--- config.mk ---
export PLATFORM = sky130hd
export DESIGN_NAME = mod_reduce_unit
export DESIGN_NICKNAME = d
export VERILOG_FILES = /design/src/rtl/mod_reduce_pkg.sv /design/src/rtl/mod_sub_step.sv /design/src/rtl/mod_reduce_unit.sv
export SDC_FILE = /design/constraint.sdc
export NUM_CORES = 1
export LEC_CHECK = 0
export CAP_MARGIN = 20
export CORE_MARGIN = 3
export CORE_UTILIZATION = 57
export CTS_CLUSTER_SIZE = 28
export DETAILED_ROUTE_END_ITERATION = 8
export PLACE_DENSITY = 0.81
export RECOVER_POWER = 25
export SYNTH_ARGS = -nofsm -noshare
export SYNTH_HDL_FRONTEND = slang
export SYNTH_HIERARCHICAL = 1
export SYNTH_SLANG_ARGS = --single-unit
export TNS_END_PERCENT = 1
--- constraint.sdc ---
create_clock -name clk -period 6.8 [get_ports clk]
set_clock_uncertainty 0.2 [all_clocks]
set_input_delay 0.68 -clock clk [delete_from_list [all_inputs] [get_ports clk]]
set_output_delay 0.68 -clock clk [all_outputs]
set_load 0.05 [all_outputs]
--- src/rtl/mod_reduce_pkg.sv ---
// rtl/mod_reduce_pkg.sv - shared FSM state type and default widths for mod_reduce_unit
package mod_reduce_pkg;
   localparam int DEF_IN_W  = 12;
   localparam int DEF_DIV_W = 6;

   typedef enum logic [1:0] {
      ST_IDLE = 2'd0,
      ST_CALC = 2'd1,
      ST_DONE = 2'd2
   } state_t;
endpackage

--- src/rtl/mod_sub_step.sv ---
// rtl/mod_sub_step.sv - one restoring step: shift in a dividend bit, trial subtract, select
module mod_sub_step
   import mod_reduce_pkg::*;
#(
   parameter int DIV_W = DEF_DIV_W
) (
   input  logic [DIV_W-1:0] i_rem,
   input  logic             i_bit,
   input  logic [DIV_W-1:0] i_div,
   output logic [DIV_W-1:0] o_rem,
   output logic             o_q_bit
);
   logic [DIV_W:0] w_shift;
   logic [DIV_W:0] w_sub;
   logic           w_ge;

   // The incoming remainder is always below the divisor, so the extra shift bit suffices.
   assign w_shift = {i_rem, i_bit};
   assign w_ge    = (w_shift >= {1'b0, i_div});
   assign w_sub   = w_shift - {1'b0, i_div};
   assign o_rem   = DIV_W'(w_ge ? w_sub : w_shift);
   assign o_q_bit = w_ge;
endmodule

--- src/rtl/mod_reduce_unit.sv ---
// rtl/mod_reduce_unit.sv - sequential restoring modulo reduction, one dividend bit per cycle
// Optional quotient output enabled by MOD_REDUCE_QUOTIENT_EN.
module mod_reduce_unit
   import mod_reduce_pkg::*;
#(
   parameter int IN_W  = DEF_IN_W,
   parameter int DIV_W = DEF_DIV_W
) (
   input  logic              clk,
   input  logic              rst,
   input  logic              start,
   input  logic [IN_W-1:0]   func_in,
   input  logic [DIV_W-1:0]  div,
   output logic              busy,
   output logic              done,
   output logic [DIV_W-1:0]  func_out,
   output logic              err
`ifdef MOD_REDUCE_QUOTIENT_EN
   ,
   output logic [IN_W-1:0]   quot
`endif
);
   localparam int CNT_W = (IN_W > 1) ? $clog2(IN_W) : 1;

   state_t             r_state;
   logic [IN_W-1:0]    r_dvd;
   logic [DIV_W-1:0]   r_div;
   logic [DIV_W-1:0]   r_rem;
   logic [CNT_W-1:0]   r_cnt;
   logic               r_busy;
   logic               r_done;
   logic               r_err;
   logic [DIV_W-1:0]   r_func_out;
   logic [DIV_W-1:0]   w_rem_next;
   logic               w_q_bit;
`ifdef MOD_REDUCE_QUOTIENT_EN
   logic [IN_W-1:0]    r_quot;
`endif

   mod_sub_step #(.DIV_W(DIV_W)) u_step (
      .i_rem   (r_rem),
      .i_bit   (r_dvd[IN_W-1]),
      .i_div   (r_div),
      .o_rem   (w_rem_next),
      .o_q_bit (w_q_bit)
   );

   always_ff @(posedge clk) begin
      if (rst) begin
         r_state    <= ST_IDLE;
         r_dvd      <= '0;
         r_div      <= '0;
         r_rem      <= '0;
         r_cnt      <= '0;
         r_busy     <= 1'b0;
         r_done     <= 1'b0;
         r_err      <= 1'b0;
         r_func_out <= '0;
`ifdef MOD_REDUCE_QUOTIENT_EN
         r_quot     <= '0;
`endif
      end else begin
         r_done <= 1'b0;
         case (r_state)
            ST_IDLE: begin
               if (start) begin
                  r_dvd  <= func_in;
                  r_div  <= div;
                  r_rem  <= '0;
                  r_cnt  <= '0;
                  r_busy <= 1'b1;
                  if (div == '0) begin
                     r_state    <= ST_DONE;
                     r_err      <= 1'b1;
                     r_func_out <= '0;
`ifdef MOD_REDUCE_QUOTIENT_EN
                     r_quot     <= '0;
`endif
                  end else begin
                     r_state <= ST_CALC;
                     r_err   <= 1'b0;
                  end
               end
            end
            ST_CALC: begin
               // Dividend bits leave at the MSB while quotient bits enter at the LSB.
               r_rem <= w_rem_next;
               r_dvd <= {r_dvd[IN_W-2:0], w_q_bit};
               r_cnt <= r_cnt + CNT_W'(1);
               if (r_cnt == CNT_W'(IN_W - 1)) begin
                  r_state <= ST_DONE;
               end
            end
            ST_DONE: begin
               r_state <= ST_IDLE;
               r_busy  <= 1'b0;
               r_done  <= 1'b1;
               if (!r_err) begin
                  r_func_out <= r_rem;
`ifdef MOD_REDUCE_QUOTIENT_EN
                  r_quot     <= r_dvd;
`endif
               end
            end
            default: begin
               r_state <= ST_IDLE;
               r_busy  <= 1'b0;
            end
         endcase
      end
   end

   assign busy     = r_busy;
   assign done     = r_done;
   assign func_out = r_func_out;
   assign err      = r_err;
`ifdef MOD_REDUCE_QUOTIENT_EN
   assign quot     = r_quot;
`endif
endmodule
### Word-level counts from Yosys, hierarchy flattened

Cells that the tools add are included.

| storage, ports and cells | value |
|---|---|
| register bits | 39 |
| input port bits | 21 |
| output and inout bits | 9 |

| cells by class | value |
|---|---|
| add/sub/neg operators | 2 |
| order comparisons | 1 |
| equal/unequal tests | 7 |
| muxes and demuxes | 19 |
| bitwise gates (word level) | 1 |
| reduce and logical (&&, ||, !) cells | 9 |

Operators by type and width:

| kind | count |
|---|---|
| 6-bit 2-to-1 mux | 5 |
| 12-bit one-hot mux with 2 select lines | 1 |
| 6-bit one-hot mux with 2 select lines | 2 |
| 12-bit 2-to-1 mux | 1 |
| 2-bit inequality test (second input constant) | 4 |
| 4-bit one-hot mux with 2 select lines | 1 |
| 2-bit AND reduction | 4 |
| 7-bit by 6-bit >= comparator with 1-bit output | 1 |
| 6-bit logical NOT | 1 |
| 2-bit 2-to-1 mux | 3 |
| 6-bit subtractor | 1 |
| 4-bit by 1-bit adder with 4-bit output (second input constant) | 1 |
| 4-bit equality test (second input constant) | 1 |
| 4-bit 2-to-1 mux | 1 |
| 2-bit one-hot mux with 2 select lines | 1 |
| 4-bit AND reduction | 1 |
| 2-bit nonzero test | 2 |
| 1-bit 2-to-1 mux | 3 |
| 2-bit by 1-bit equality test with 1-bit output (second input constant) | 1 |
| 2-bit equality test (second input constant) | 1 |
| 2-bit logical NOT | 1 |
| 1-bit one-hot mux with 2 select lines | 1 |
| 1-bit inverter | 1 |

### Logic depth before layout (Yosys ltp)

| depth | value |
|---|---|
| depth after elaboration | 4 |
| mapped depth | 10 |
| gate-level depth less buffers | 10 |

### By module

Netlist, hierarchy kept.

By module, submodules not included:

| module | times used | cells an instance | area each (um^2) | sequential area each (um^2) |
|---|---|---|---|---|
| mod_reduce_unit | 1 | 208 | 1709.1 | 780.7 |
| mod_sub_step | 1 | 45 | 381.6 | 0.0 |

### Least setup slack after synthesis

OpenSTA, ideal clock, no wires.

| path | value |
|---|---|
| path kind | reg-to-reg |
| start point | register r_dvd[11] |
| end point | register r_rem[2] |
| setup time | 0.128 ns |
| arrival | 2.060 ns |
| required time | 6.472 ns |
| setup slack | 4.412 ns |
| stages on the path, launching flop included | 10 |
| buffers on the path | 0 |
| clock period less this slack | 2.388 ns |
| cell sequence | dfxtp_1 > inv_1 > ha_1 > nand2b_4 > a211oi_2 > o21ai_1 > a211oi_4 > mux2_2 > a22oi_1 > nor2_1 |

| on the way | value |
|---|---|
| longest elaborated chain between the ends | 3 |
| elaborated cells on any way between the ends | 4 |
| those cells by class | add/sub: 1; order compare: 1; mux: 2 |

Ends and longest elaborated chain:

| element | RTL line | source |
|---|---|---|
| start, declared | mod_reduce_unit.sv:26 | `logic [IN_W-1:0] r_dvd;` |
| start signal, assigned | mod_reduce_unit.sv:67 | `r_dvd <= func_in;` |
| start signal, assigned | mod_reduce_unit.sv:88 | `r_dvd <= {r_dvd[IN_W-2:0], w_q_bit};` |
| 6-bit subtractor or 7-bit by 6-bit >= comparator with 1-bit output (tied branches) | mod_sub_step.sv:20, mod_sub_step.sv:19 |  |
| 6-bit 2-to-1 mux (*) | mod_sub_step.sv:21 | `assign o_rem = DIV_W'(w_ge ? w_sub : w_shift);` |
| net w_rem_next[2] | mod_reduce_unit.sv:34 | `logic [DIV_W-1:0] w_rem_next;` |
| 6-bit one-hot mux with 2 select lines (*) | mod_reduce_unit.sv:64 | `case (r_state)` |
| end signal, assigned | mod_reduce_unit.sv:87 | `r_rem <= w_rem_next;` |
| end, declared | mod_reduce_unit.sv:28 | `logic [DIV_W-1:0] r_rem;` |

Mark *: on every way through the listed nets, which the timed path passes. The rest lies on a longest branch.
A chain may end at the register's enable or synchronous reset.

==> impl_results.md <==
- Hold_sp: r_div[5]
- Syn Nets: about 280
- CP endpoint kind: register
- Vias in the first global route: 1618
- Hold-critical path depth: 2
- Slew Limit Fails: 40
- Placed instance area: between 2000 and 2500 um2
- Synth Cell Area: roughly 2100 um2
- Clk Latency, worst-skew pair: between 200 and 300 ps
- Antenna violations before repair: 0
- Clock sinks: 39
- Critical path's slowest cell: clkbuf_1
- Netlist cell types: 46
- CTS max path bufs: 2
- Status: finished with violations
- Row cnt: 21
- CP peak stage delay: 1210 ps
- Die H: ~67 um
- Crit Path Class: in2reg
- IO buf count: 29
- Floorplan core area: between 3000 and 4000 um2
- Reg2reg setup slack: ~4200 ps
- Setup TNS: 0 ps
- Reg-to-reg endpoint: r_rem[3]
- Max-slew headroom: -12.5%
- Layout area overhead: 18.8%
- GRT overflow: 0
- Worst-path maximum fanout: 39
- Pre-antenna DRT Iters: 4
- Hold EP: r_div[5]
- Psw: 0.173 mW
- DRC viols: 0
- WL met3: 157 um
- Logic gate share of total power: 24.7%
- CP Launch Type: input pin
- Final hold vios: 0
- Cts bufs inserted: 5
- FILL cells: about 270
- Worst VDD drop: between 0.15 and 0.2 mV
- PostCTS Resize Cnt: 0
- Fraction of registers with async set/reset: 0%
- DR vias: 1823
- # IOs: 30
- NumNets Final: between 300 and 400
- Root Driver: clkbuf_8
- Flops & latches, synth: 39
- YS warnings: 6
- Max Freq: around 360 MHz
- Post-synth EDFFs: 0
- Max Cap Viol: 1
- Metal-1 WL: 2260 um
- Syn Area/Cell: just over 8 um2
- Post-DP HPWL: around 3100 um
- Starting density of the core: between 60% and 70%
- Min cycle time layout: between 2000 and 3000 ps
- Top sig layer: met4
- WP data required: roughly 6800 ps
- Total track usage: 22.6%
- CP bufs+invs: 2
- Top FF cell, synth: dfxtp_1
- Reg power frac: a little over two fifths
- R2r startpoint: r_dvd[11]
- Met2 Wirelength: 2020 um
- Syn Inst Count: 253
- First-pass GRT wire length: just under 8000 um
- Pin slew with the least headroom to its limit: 1690 ps
- Share of cells above drive strength 1: 9.49%
- Post-route cell area: 2480 um2
- Switching Share: 28.8%
- Die ar.: between 4000 and 5000 um2
- Post-synthesis sequential area ratio: a little under two fifths
- CP arrival: roughly 2800 ps
- Setup violators final: 0
- Leakage power: just over 0.9 nW
- ANT nets after route: 0
- CP Cell Sequence: dlygate4sd3_1 > clkbuf_1 > nor2_1 > and3_1
- Power per cell area: approximately 240 nW/um2
- Routed WL: around 4500 um
- P_int: approximately 0.43 mW
- Crit path max-delay family: buffers and inverters
- Worst Reg-to-Reg Cells: 9
- Die Width: roughly 67 um
- Diode count: 0
- Number of H-tree levels: 2
- Worst hold path type: reg2reg
- Clock-pin slew on the worst setup and hold paths: 80 ps
- Hold_buf cts: 0
- Crit path from: rst
- Largest net degree at the start of global routing: 40
- Share of power burned in the clock network: around a third
- Initial DRC count: approximately 120
- DR vias/cell: between 5 and 6
- Failing checks: capacitance limit, slew limit
- Wire length per cell: about 14 um
- Post-route clock period utilization: 41.2%
- RSZ-0062 raised after global routing: no
- GPL Wtd Cong: approximately 0.85
- CTS tree: built
- Post-CTS Setup Inserts: 0
## power by group through the flow
stage / Sequential [mW] / Combinational [mW] / Clock [mW]
3_3_place_gp: 0.266 / 0.144 / 0
4_1_cts: 0.261 / 0.149 / 0.194
6_report: 0.261 / 0.149 / 0.191
2_1_floorplan: 0.263 / 0.115 / 0
3_5_place_dp: 0.266 / 0.147 / 0
5_1_grt: 0.264 / 0.165 / 0.205
## cell usage in the layout (no fill, tap or decap), types with 2 or more instances in the layout
cell type and n:
a21o_1 2, a21oi_1 20, a22oi_1 7, a311o_1 2
a311oi_1 6, a31oi_1 6, a32oi_1 6, clkbuf_8 5
clkdlybuf4s50_1 28, dfxtp_1 39, ha_1 8, inv_1 11
mux2_2 4, mux2i_1 2, nand2_1 32, nand2b_1 7
nor2_1 22, nor2b_1 9, nor3_1 8, nor3b_1 2
o211ai_1 2, o21ai_0 10, o21bai_1 2, or3_1 2
or3b_2 6, xnor2_1 2
## cells by family after synthesis
| family | synth area share (%) |
|---|---|
| flip-flops | 37.3 |
| multiplexers | 3.11 |
| buffers and inverters | 5.39 |
| XOR/XNOR | 0.838 |
| AND/OR/NAND/NOR | 24.5 |
| AO/OA/AOI/OAI | 23.1 |
| adder cells (fa/ha/maj) | 5.75 |
## flip-flops by register name (all words and copies together), names as in the netlist
name	count
busy	1
done	1
err	1
func_out	6
r_cnt	4
r_div	6
r_dvd	12
r_rem	6
r_state	2
## worst max path at each step
stage,slack (ps),depth (start not counted),to
floorplan,4410,9,r_rem[2]
global placement,4170,4,err
detailed placement,4140,4,err
CTS,4230,9,r_rem[3]
global route,3850,4,r_state[1]
finish,4000,4,r_state[1]
## worst register-to-register path, stage by stage, from the launching register on
cell	delay (ps)
dfxtp_1	330
inv_1	70
ha_1	310
nand2b_4	140
a211oi_2	220
o21ai_1	140
a211oi_4	440
mux2_2	380
a22oi_1	160
nor2_1	70
## per-layer routing
| layer | global-route usage, % | vias up |
|---|---|---|
| li1 | - | 933 |
| met1 | 32.1 | 854 |
| met2 | 33.0 | 26 |
| met3 | 5.56 | 10 |
| met4 | 7.61 | 0 |
| met5 | 0 | - |
## synthesized netlist by cell type, drive strengths merged (7+ instances only)
| master | count | share of area [%] |
|---|---|---|
| nand2b | 8 | 2.8 |
| clkbuf | 10 | 1.8 |
| nor2b | 9 | 2.7 |
| o21ai | 11 | 2.6 |
| or3b | 7 | 2.9 |
| a22oi | 7 | 2.5 |
| ha | 8 | 4.8 |
| a21oi | 20 | 4.8 |
| nor3 | 8 | 1.9 |
| buf | 7 | 1.6 |
| nand2 | 32 | 5.7 |
| nor2 | 22 | 3.9 |
| dfxtp | 39 | 37 |
| inv | 11 | 2.0 |
## cell type report
class | instances | area, um2 | share of cell area, %
multi-input cells | 186 | 1200 | 48.2
inverters | 11 | 41.3 | 1.66
flip-flops and latches | 39 | 781 | 31.4
clock buffers | 5 | 68.8 | 2.77
well taps | 46 | 57.6 | 2.32
repair buffers | 30 | 294 | 11.8
clock inverters | 3 | 43.8 | 1.76
## per-stage QoR
| step | total power [mW] | worst slack (ps) | hold slack [ps] | std cells | utilization, % |
|---|---|---|---|---|---|
| floorplan | 0.378 | 4410 | 236 | 253 | - |
| global placement | 0.410 | 4170 | 248 | 312 | 69.0 |
| detailed placement | 0.413 | 4140 | 254 | 312 | 69.0 |
| CTS | 0.604 | 4230 | 265 | 320 | 72.3 |
| global route | 0.634 | 3850 | 292 | 320 | 72.2 |
| finish | 0.601 | 4000 | 268 | 320 | 72.2 |
(Power assumes the default switching activity.)
